<file path="config.mk">
export PLATFORM = sky130hd
export DESIGN_NAME = pu_da_dc_refill
export DESIGN_NICKNAME = d
export VERILOG_FILES = /design/src/rtl/pu_da_dc_refill.sv
export SDC_FILE = /design/constraint.sdc
export NUM_CORES = 1
export LEC_CHECK = 0
export BUFFER_PORTS_ARGS = -buffer_cell sky130_fd_sc_hd__clkbuf_2
export CAP_MARGIN = 40
export CORE_MARGIN = 1
export CORE_UTILIZATION = 50
export CTS_CLUSTER_DIAMETER = 200
export DETAILED_ROUTE_END_ITERATION = 16
export MAX_ROUTING_LAYER = met4
export PLACE_DENSITY = 0.72
export SLEW_MARGIN = 20
export SYNTH_ARGS = -nofsm -noshare
export SYNTH_HDL_FRONTEND = slang
export SYNTH_SLANG_ARGS = --single-unit
</file>
<file path="constraint.sdc">
create_clock -name clk -period 3.25 [get_ports clk]
set_input_delay 0 -clock clk [delete_from_list [all_inputs] [get_ports clk]]
set_output_delay 0 -clock clk [all_outputs]
set_load 0.01 [all_outputs]
</file>
<file path="src/rtl/pu_da_dc_refill.sv">
// DA-stage data-cache lookup and burst-refill controller (direct-mapped tag/valid array).
// Optional critical-word-first refill: define PU_DC_REFILL_CWF_EN.
module pu_da_dc_refill #(
  parameter int TAG_W  = 20,
  parameter int IDX_W  = 6,
  parameter int WORD_W = 2,
  parameter int DATA_W = 32
) (
  input  logic                            clk,
  input  logic                            rst_,
  input  logic                            req,
  input  logic [IDX_W-1:0]                idx,
  input  logic [WORD_W-1:0]               wofs,
  input  logic [TAG_W-1:0]                ptag,
  input  logic                            nc,
  input  logic                            inv,
  output logic                            hit,
  output logic                            miss_stall,
  output logic                            inv_busy,
  output logic                            bus_req,
  output logic [TAG_W+IDX_W+WORD_W-1:0]   bus_addr,
  output logic                            bus_len1,
  input  logic                            bus_gnt,
  input  logic                            bus_rdy,
  input  logic [DATA_W-1:0]               bus_rdata,
  output logic                            dw_en,
  output logic [IDX_W-1:0]                dw_idx,
  output logic [WORD_W-1:0]               dw_word,
  output logic [DATA_W-1:0]               dw_data,
  output logic                            nc_vld,
  output logic [DATA_W-1:0]               nc_data
);

  localparam int LINES = 1 << IDX_W;

  typedef enum logic [2:0] {IDLE, REQ, FILL, DONE, INV} state_t;

  state_t             state;
  logic               req_q;
  logic [IDX_W-1:0]   idx_q;
  logic [WORD_W-1:0]  wofs_q;
  logic [TAG_W-1:0]   tag_mem [LINES];
  logic [LINES-1:0]   valid;
  logic [TAG_W-1:0]   ptag_l;
  logic               nc_l;
  logic [WORD_W-1:0]  beat;
  logic [WORD_W-1:0]  first_word;
  logic [IDX_W-1:0]   inv_cnt;
  logic               inv_pend;

  always_comb begin
    first_word = '0;
`ifdef PU_DC_REFILL_CWF_EN
    first_word = wofs_q;
`endif
  end

  assign hit = req_q & ~nc & valid[idx_q] & (tag_mem[idx_q] == ptag) & (state == IDLE);

  // Only an nc completion releases the pipeline directly; a cached fill releases via the re-lookup hit.
  always_comb begin
    miss_stall = 1'b1;
    case (state)
      IDLE:    miss_stall = req_q & ~hit;
      INV:     miss_stall = req_q;
      DONE:    miss_stall = ~nc_l;
      default: miss_stall = 1'b1;
    endcase
  end

  always_ff @(posedge clk) begin
    if (state == DONE && !nc_l)
      tag_mem[idx_q] <= ptag_l;
  end

  always_ff @(posedge clk or negedge rst_) begin
    if (!rst_) begin
      state    <= IDLE;
      req_q    <= 1'b0;
      idx_q    <= '0;
      wofs_q   <= '0;
      valid    <= '0;
      ptag_l   <= '0;
      nc_l     <= 1'b0;
      beat     <= '0;
      inv_cnt  <= '0;
      inv_pend <= 1'b0;
      inv_busy <= 1'b0;
      bus_req  <= 1'b0;
      bus_addr <= '0;
      bus_len1 <= 1'b0;
      dw_en    <= 1'b0;
      dw_idx   <= '0;
      dw_word  <= '0;
      dw_data  <= '0;
      nc_vld   <= 1'b0;
      nc_data  <= '0;
    end else begin
      dw_en  <= 1'b0;
      nc_vld <= 1'b0;
      if (!miss_stall) begin
        req_q  <= req;
        idx_q  <= idx;
        wofs_q <= wofs;
      end
      case (state)
        IDLE: begin
          if (req_q && !hit) begin
            state    <= REQ;
            ptag_l   <= ptag;
            nc_l     <= nc;
            bus_req  <= 1'b1;
            bus_len1 <= nc;
            bus_addr <= {ptag, idx_q, (nc ? wofs_q : first_word)};
            beat     <= '0;
            if (inv) inv_pend <= 1'b1;
          end else if (inv || inv_pend) begin
            state    <= INV;
            inv_pend <= 1'b0;
            inv_cnt  <= '0;
            inv_busy <= 1'b1;
          end
        end
        REQ: begin
          if (inv) inv_pend <= 1'b1;
          if (bus_gnt) begin
            bus_req <= 1'b0;
            state   <= FILL;
          end
        end
        FILL: begin
          if (inv) inv_pend <= 1'b1;
          if (bus_rdy) begin
            if (nc_l) begin
              nc_data <= bus_rdata;
              nc_vld  <= 1'b1;
              state   <= DONE;
            end else begin
              dw_en   <= 1'b1;
              dw_idx  <= idx_q;
              dw_word <= first_word + beat;
              dw_data <= bus_rdata;
              beat    <= beat + 1'b1;
              if (beat == '1) state <= DONE;
            end
          end
        end
        DONE: begin
          if (inv) inv_pend <= 1'b1;
          if (!nc_l) valid[idx_q] <= 1'b1;
          state <= IDLE;
        end
        INV: begin
          valid[inv_cnt] <= 1'b0;
          inv_cnt        <= inv_cnt + 1'b1;
          if (inv_cnt == '1) begin
            state    <= IDLE;
            inv_busy <= 1'b0;
          end
        end
        default: state <= IDLE;
      endcase
    end
  end

endmodule

</file>
== Yosys cells after proc, flatten, opt, wreduce, memory -nomap -nowiden ==
Memory sizes are Yosys's and may differ from the RTL's.
Cells that the tools add are included.

* Register bits after elaboration: 210
* Memory bits (writable): 1280
* Input bits: 67
* Output and inout bits: 107
* Memories: 1

* Add/subtract/negate cells: 2
* Order comparisons: 4
* Equality and inequality tests: 17
* Muxes and demuxes: 44
* Bitwise logic cells: 11
* Reductions and logical operators: 24

{| class="wikitable"
|+ Memories
! name !! depth !! width !! rd ports !! clocked after Yosys merged registers in !! wr ports !! line !! RTL
|-
| tag_mem || 64 || 20 || 1 || 0 || 1 || 42 || <nowiki>logic [TAG_W-1:0] tag_mem [LINES];</nowiki>
|}

{| class="wikitable"
|+ Operators with widths
! kind !! count
|-
| $pmux W64 S2 || 1
|-
| $and A64 B64 Y64 || 1
|-
| $mux W64 || 1
|-
| $not A64 Y64 || 1
|-
| $or A64 B64 Y64 || 1
|-
| $mux W3 || 7
|-
| $eq A20 B20 Y1 || 1
|-
| $mux W1 || 19
|-
| $lt A6 B7 Y1 const B || 2
|-
| $demux W1 S6 || 2
|-
| $ge A6 B1 Y1 const B || 2
|-
| $mux W6 || 2
|-
| $ne A2 B2 Y1 const B || 6
|-
| $pmux W3 S4 || 1
|-
| $pmux W6 S2 || 1
|-
| $reduce_and A3 Y1 || 4
|-
| $reduce_bool A2 Y1 || 5
|-
| $mux W2 || 4
|-
| $reduce_and A4 Y1 || 2
|-
| $add A6 B1 Y6 const B || 1
|-
| $bmux W1 S6 || 1
|-
| $eq A3 B2 Y1 const B || 2
|-
| $eq A6 B6 Y1 const B || 1
|-
| $pmux W1 S2 || 3
|-
| 18 further kinds || 31
|}

== Longest topological paths before layout ==
* Depth after elaboration: 9
* Mapped depth: 16
* Gate-level depth less buffers: 11

== Least setup slack after synthesis ==
No wires, ideal clock.

* Path type: reg-to-reg
* Start: register idx_q[1]
* End: register bus_addr[10]
* Arrival time: 3.363 ns
* Slack: -0.240 ns
* Stages on the path, launching flop included: 17
* Buffers on the path: 6
* Clock period less this slack: 3.490 ns
* Cell sequence: dfrtp_1 buf_6 buf_6 buf_4 buf_2 buf_1 mux4_2 nand3_1 nand4_1 nor3_1 xor2_1 o2111ai_1 nor4_2 nand4_2 nand3_4 buf_12 mux2_4

* Word-level cells in the longest chain between the ends: 8
* Elaborated cells on any way between the ends: 10
* Those cells by class: 1 x eq/ne; 2 x mux; 3 x bitwise; 3 x reduce/logical; 1 x memory

{| class="wikitable"
|+ Ends and longest elaborated chain
! element !! line !! RTL
|-
| start, declared || 40 || <nowiki>logic [IDX_W-1:0] idx_q;</nowiki>
|-
| start signal, assigned || 103 || <nowiki>idx_q <= idx;</nowiki>
|-
| branches (longest 3 deep; another with $mem_v2 Z64 W20) || n/a ||
|-
| $and A1 B1 Y1 * (2 in a row) || 58 || <nowiki>assign hit = req_q & ~nc & valid[idx_q] & (tag_mem[idx_q] == ptag) & (state == IDLE);</nowiki>
|-
| $logic_not A1 Y1 * || 108 || <nowiki>if (req_q && !hit) begin</nowiki>
|-
| $logic_and A1 B1 Y1 * || 108 ||
|-
| $reduce_and A2 Y1 (no line) * || n/a ||
|-
| end signal, assigned || 114 || <nowiki>bus_addr <= {ptag, idx_q, (nc ? wofs_q : first_word)};</nowiki>
|-
| end, declared || 21 || <nowiki>output logic [TAG_W+IDX_W+WORD_W-1:0] bus_addr,</nowiki>
|}

Every way passes the cells marked *. The select of a mux whose other input is x is not followed.
A chain may end at the register's enable or synchronous reset.

== Worst setup path after layout ==
* Start: register idx_q[0]
* End: output hit

* Word-level cells in the longest chain between the ends: 5
* Elaborated cells on any way between the ends: 7
* Those cells by class: 1 x eq/ne; 2 x mux; 3 x bitwise; 1 x memory

{| class="wikitable"
|+ Ends and longest elaborated chain
! element !! line !! RTL
|-
| branches (longest 3 deep; another with $mem_v2 Z64 W20) || n/a ||
|-
| $and A1 B1 Y1 * (2 in a row) || 58 ||
|-
| end, declared || 17 || <nowiki>output logic hit,</nowiki>
|}

Marks and branches as above.

==> flow_summary.ini <==
[floorplan]
io_pins = 174
die_y_um = 341.7
die_w_um = 341.7
die-area_mm2 = 0.1168
initial_core_util = 0.5046
fp-row-count = 124
core_mm2 = 0.1143

[yosys]
yosys.area.top_type = edfxtp_1
syn_area_mm2 = 0.05770
seq_area_frac_synth = 0.7486
synthesis.nets = 3254
synthTopCellsByArea = edfxtp_1, dfrtp_1, mux4_2, mux2_2, a22oi_1
yosysTopAreaCellShare = 0.6662
netlist_instances = 3185
async_flop_share = 0.1293
yosysWarnings = 0
synth_edf_count = 1280
ys_types = 78
syn_avg_cell_area_um2 = 18.11
ys_ff_latch = 1470
synthFlopType = edfxtp_1

[timing]
skew_ns = 0.03515
final.setup.tns_ns = -57.65
finalCritPeriodShare = 1.391
rsz0062_at_grt = true
drv_slew = 0
setup_ws_ns = -1.271
tightest_slew_ns = 0.8090
finalSetupViolations = 53
finalHoldViolations = 0
fmaxAchievable_mhz = 221.2
timing.final.crit_period_ns = 4.521
slew_headroom = 0.4606

[power]
powerDensity_mw_per_mm2 = 944.5
peakVddDrop_uv = 718.8
switchingPower_mw = 23.69
swShare = 0.3433
clockPowerShare = 0.254
p_leak_nw = 26.08
pwr-share-comb = 0.387
sequentialPowerShare = 0.359
intPower_mw = 45.32

[route]
drc = 0
drt_first_pass_iters = 5
wl_um = 192000
ant_nets = 0
routed_via_density = 6.636
dr.first_iter.drc_count = 5895
vias = 37481
wl_per_cell_um = 34.00

[clock_network]
clk_latency_ns = 0.77
cts_root_buf = clkbuf_16
cts.htree.levels = 4
clkTransAtPathRegs_ns = 0.06
clock_sinks = 1470
clockBufferDepth = 3
cts_tree = yes
cts_buffers = 150

[place]
io_buffers = 173
gp_congestion = 1.012
dp_hpwl_um = 121400
pre_cts_ws_ns = -1.269

[status]
violations = setup timing
status = finished, violations left

[layout]
seqCellArea_mm2 = 0.04323
multiInputGateArea_mm2 = 0.01431
nNetsFinal = 4084
fillers = 7551
layout_common_cells = edfxtp_1, buf_4, clkbuf_2
area_delta_synth_final_pct = 26.65
layout-drive-gt1-share = 0.3857
final_common_cell = edfxtp_1

[setup_path]
crit_fanout = 14
arrival_ns = 4.52
critPathTopFamily = simple AND/OR/NAND/NOR gates
critPathKind = flip-flop to output port
crit_required_ns = 3.25
worstPathCellList = buf_12, buf_16, nor2_4, buf_4, a221oi_1, nor3_1, nor4_1, nand4_1, xor2_1, nor4_2, nand4_4, buf_12, clkinv_8, buf_6, buf_8
startpoint_type = flip-flop
critPathBufInv = 7
cp_slowest_cell = dfrtp_4
critPathCaptureType = output port
critical-path-max-stage-delay_ns = 0.57
crit_path_frequent_cell = buf_12

[grt]
grt-ovfl-total = 0
antenna_found_initial = 6
grt_max_degree = 86
grt_use_total = 0.3380
grt_pass1_wl_um = 269000
grt_pass1_vias = 36583

[min_path]
hold_class = primary input to flip-flop

[run]
max_cap_violations = 0
per-layer routing:
layer,wire (µm),GRT usage
met1,66710,0.4253
met2,88300,0.5091
met3,24320,0.07750
met4,12700,0.1881
met5,0,-
metrics by stage:
stage / area, µm² / total power, mW / hold WS, ns / instances / utilization
2_1_floorplan: 57910 / 35.80 / -0.2956 / 3185 / -
3_3_place_gp: 65170 / 47.49 / 0.1163 / 5212 / 0.5700
3_5_place_dp: 65430 / 48.11 / 0.1125 / 5223 / 0.5722
4_1_cts: 72770 / 67.88 / 0.005021 / 5631 / 0.6365
5_1_grt: 73070 / 70.46 / 0.03393 / 5648 / 0.6391
6_report: 73070 / 69.02 / 0.03027 / 5648 / 0.6391
area by class of cell:
class                   count  area share
clock buffers             190     0.05548
repair buffers            910      0.1181
multi-input cells        1473      0.1958
well taps                1512     0.02589
diodes                      3   0.0001027
flip-flops and latches   1470      0.5916
inverters                  10   0.0006849
clock inverters            80     0.01236
worst min-delay path, cell delays in order:
cell,delay (ns)
dlygate4sd3_1,0.52
clkbuf_2,0.11
mux2_2,0.13
power groups by stage:
stage	Sequential, mW	Combinational [mW]	Clock (mW)
after floorplan	25.4	10.4	0
after global placement	26.1	21.4	0
after detailed placement	25.5	22.6	0
after CTS	25.1	25.2	17.6
after global routing	24.8	27.3	18.3
final	24.8	26.7	17.5
path summary, 6_finish.rpt:
| check | start | end | slack (ns) | depth (start not counted) |
|---|---|---|---|---|
| worst max-delay path | idx_q[0] | hit | -1.27 | 15 |
| min in group asynchronous | rst_ | dw_data[1] | 0.42 | 4 |
| worst min-delay path | bus_rdata[6] | nc_data[6] | 0.03 | 3 |
| max in group asynchronous | rst_ | bus_addr[27] | 2.38 | 4 |
| worst max register to register | idx_q[0] | bus_addr[3] | -1.24 | 17 |
| worst min register to register | nc_data[27] | nc_data[27] | 0.50 | 1 |
cell usage after synthesis, types with 10 or more instances:
| cell | n |
|---|---|
| a21oi_1 | 43 |
| mux2_4 | 22 |
| o221ai_1 | 19 |
| nor3b_1 | 16 |
| nor3_1 | 21 |
| a22o_1 | 18 |
| nand4_1 | 13 |
| a22oi_1 | 121 |
| o22a_1 | 22 |
| a221oi_1 | 99 |
| mux2i_1 | 90 |
| nand2b_1 | 19 |
| nand2_1 | 81 |
| dfrtp_1 | 190 |
| buf_4 | 14 |
| mux2_2 | 125 |
| a31oi_1 | 21 |
| a32oi_1 | 10 |
| nor4_1 | 17 |
| edfxtp_1 | 1280 |
| nor2_1 | 95 |
| o211ai_1 | 17 |
| nor2b_1 | 11 |
| a221o_1 | 21 |
| and3_1 | 15 |
| mux4_2 | 167 |
| nand3_1 | 52 |
| buf_1 | 23 |
| nand3b_1 | 17 |
| o21ai_0 | 156 |
| o22ai_1 | 29 |
| clkbuf_1 | 111 |
| buf_2 | 78 |
sequential cells by signal, indices dropped and copies added, names as in the netlist, 2 cells and up:
| register | cells |
|---|---|
| tag_mem | 1280 |
| bus_addr | 28 |
| inv_cnt | 6 |
| dw_data | 32 |
| wofs_q | 2 |
| dw_idx | 6 |
| idx_q | 6 |
| nc_data | 32 |
| dw_word | 2 |
| state | 3 |
| beat | 2 |
| valid | 64 |
cell families (layout without fill, tap and decap cells):
logic type                 Yosys count  after routing  share of synthesized area
DFF                               1470           1470                     0.7486
other                                0              3                          0
muxes                              404            404                     0.1109
adders and majority gates            2              2                  0.0004337
AOI/OAI and AO/OA                  631            631                    0.07814
buffers and inverters              242           1190                    0.01943
and+or+nand+nor                    419            419                    0.03988
xor gates and xnor gates            17             17                   0.002581
repair_timing:
item                                    CTS  global route
pin swaps                                43            15
endpoints found under the setup margin   53            53
hold endpoints to repair                301             0
setup buffers                            58            12
hold buffers                             69             0
resized for setup                       158            35
cloned                                   12             0
Note: power is estimated with default switching activity, not from simulation.
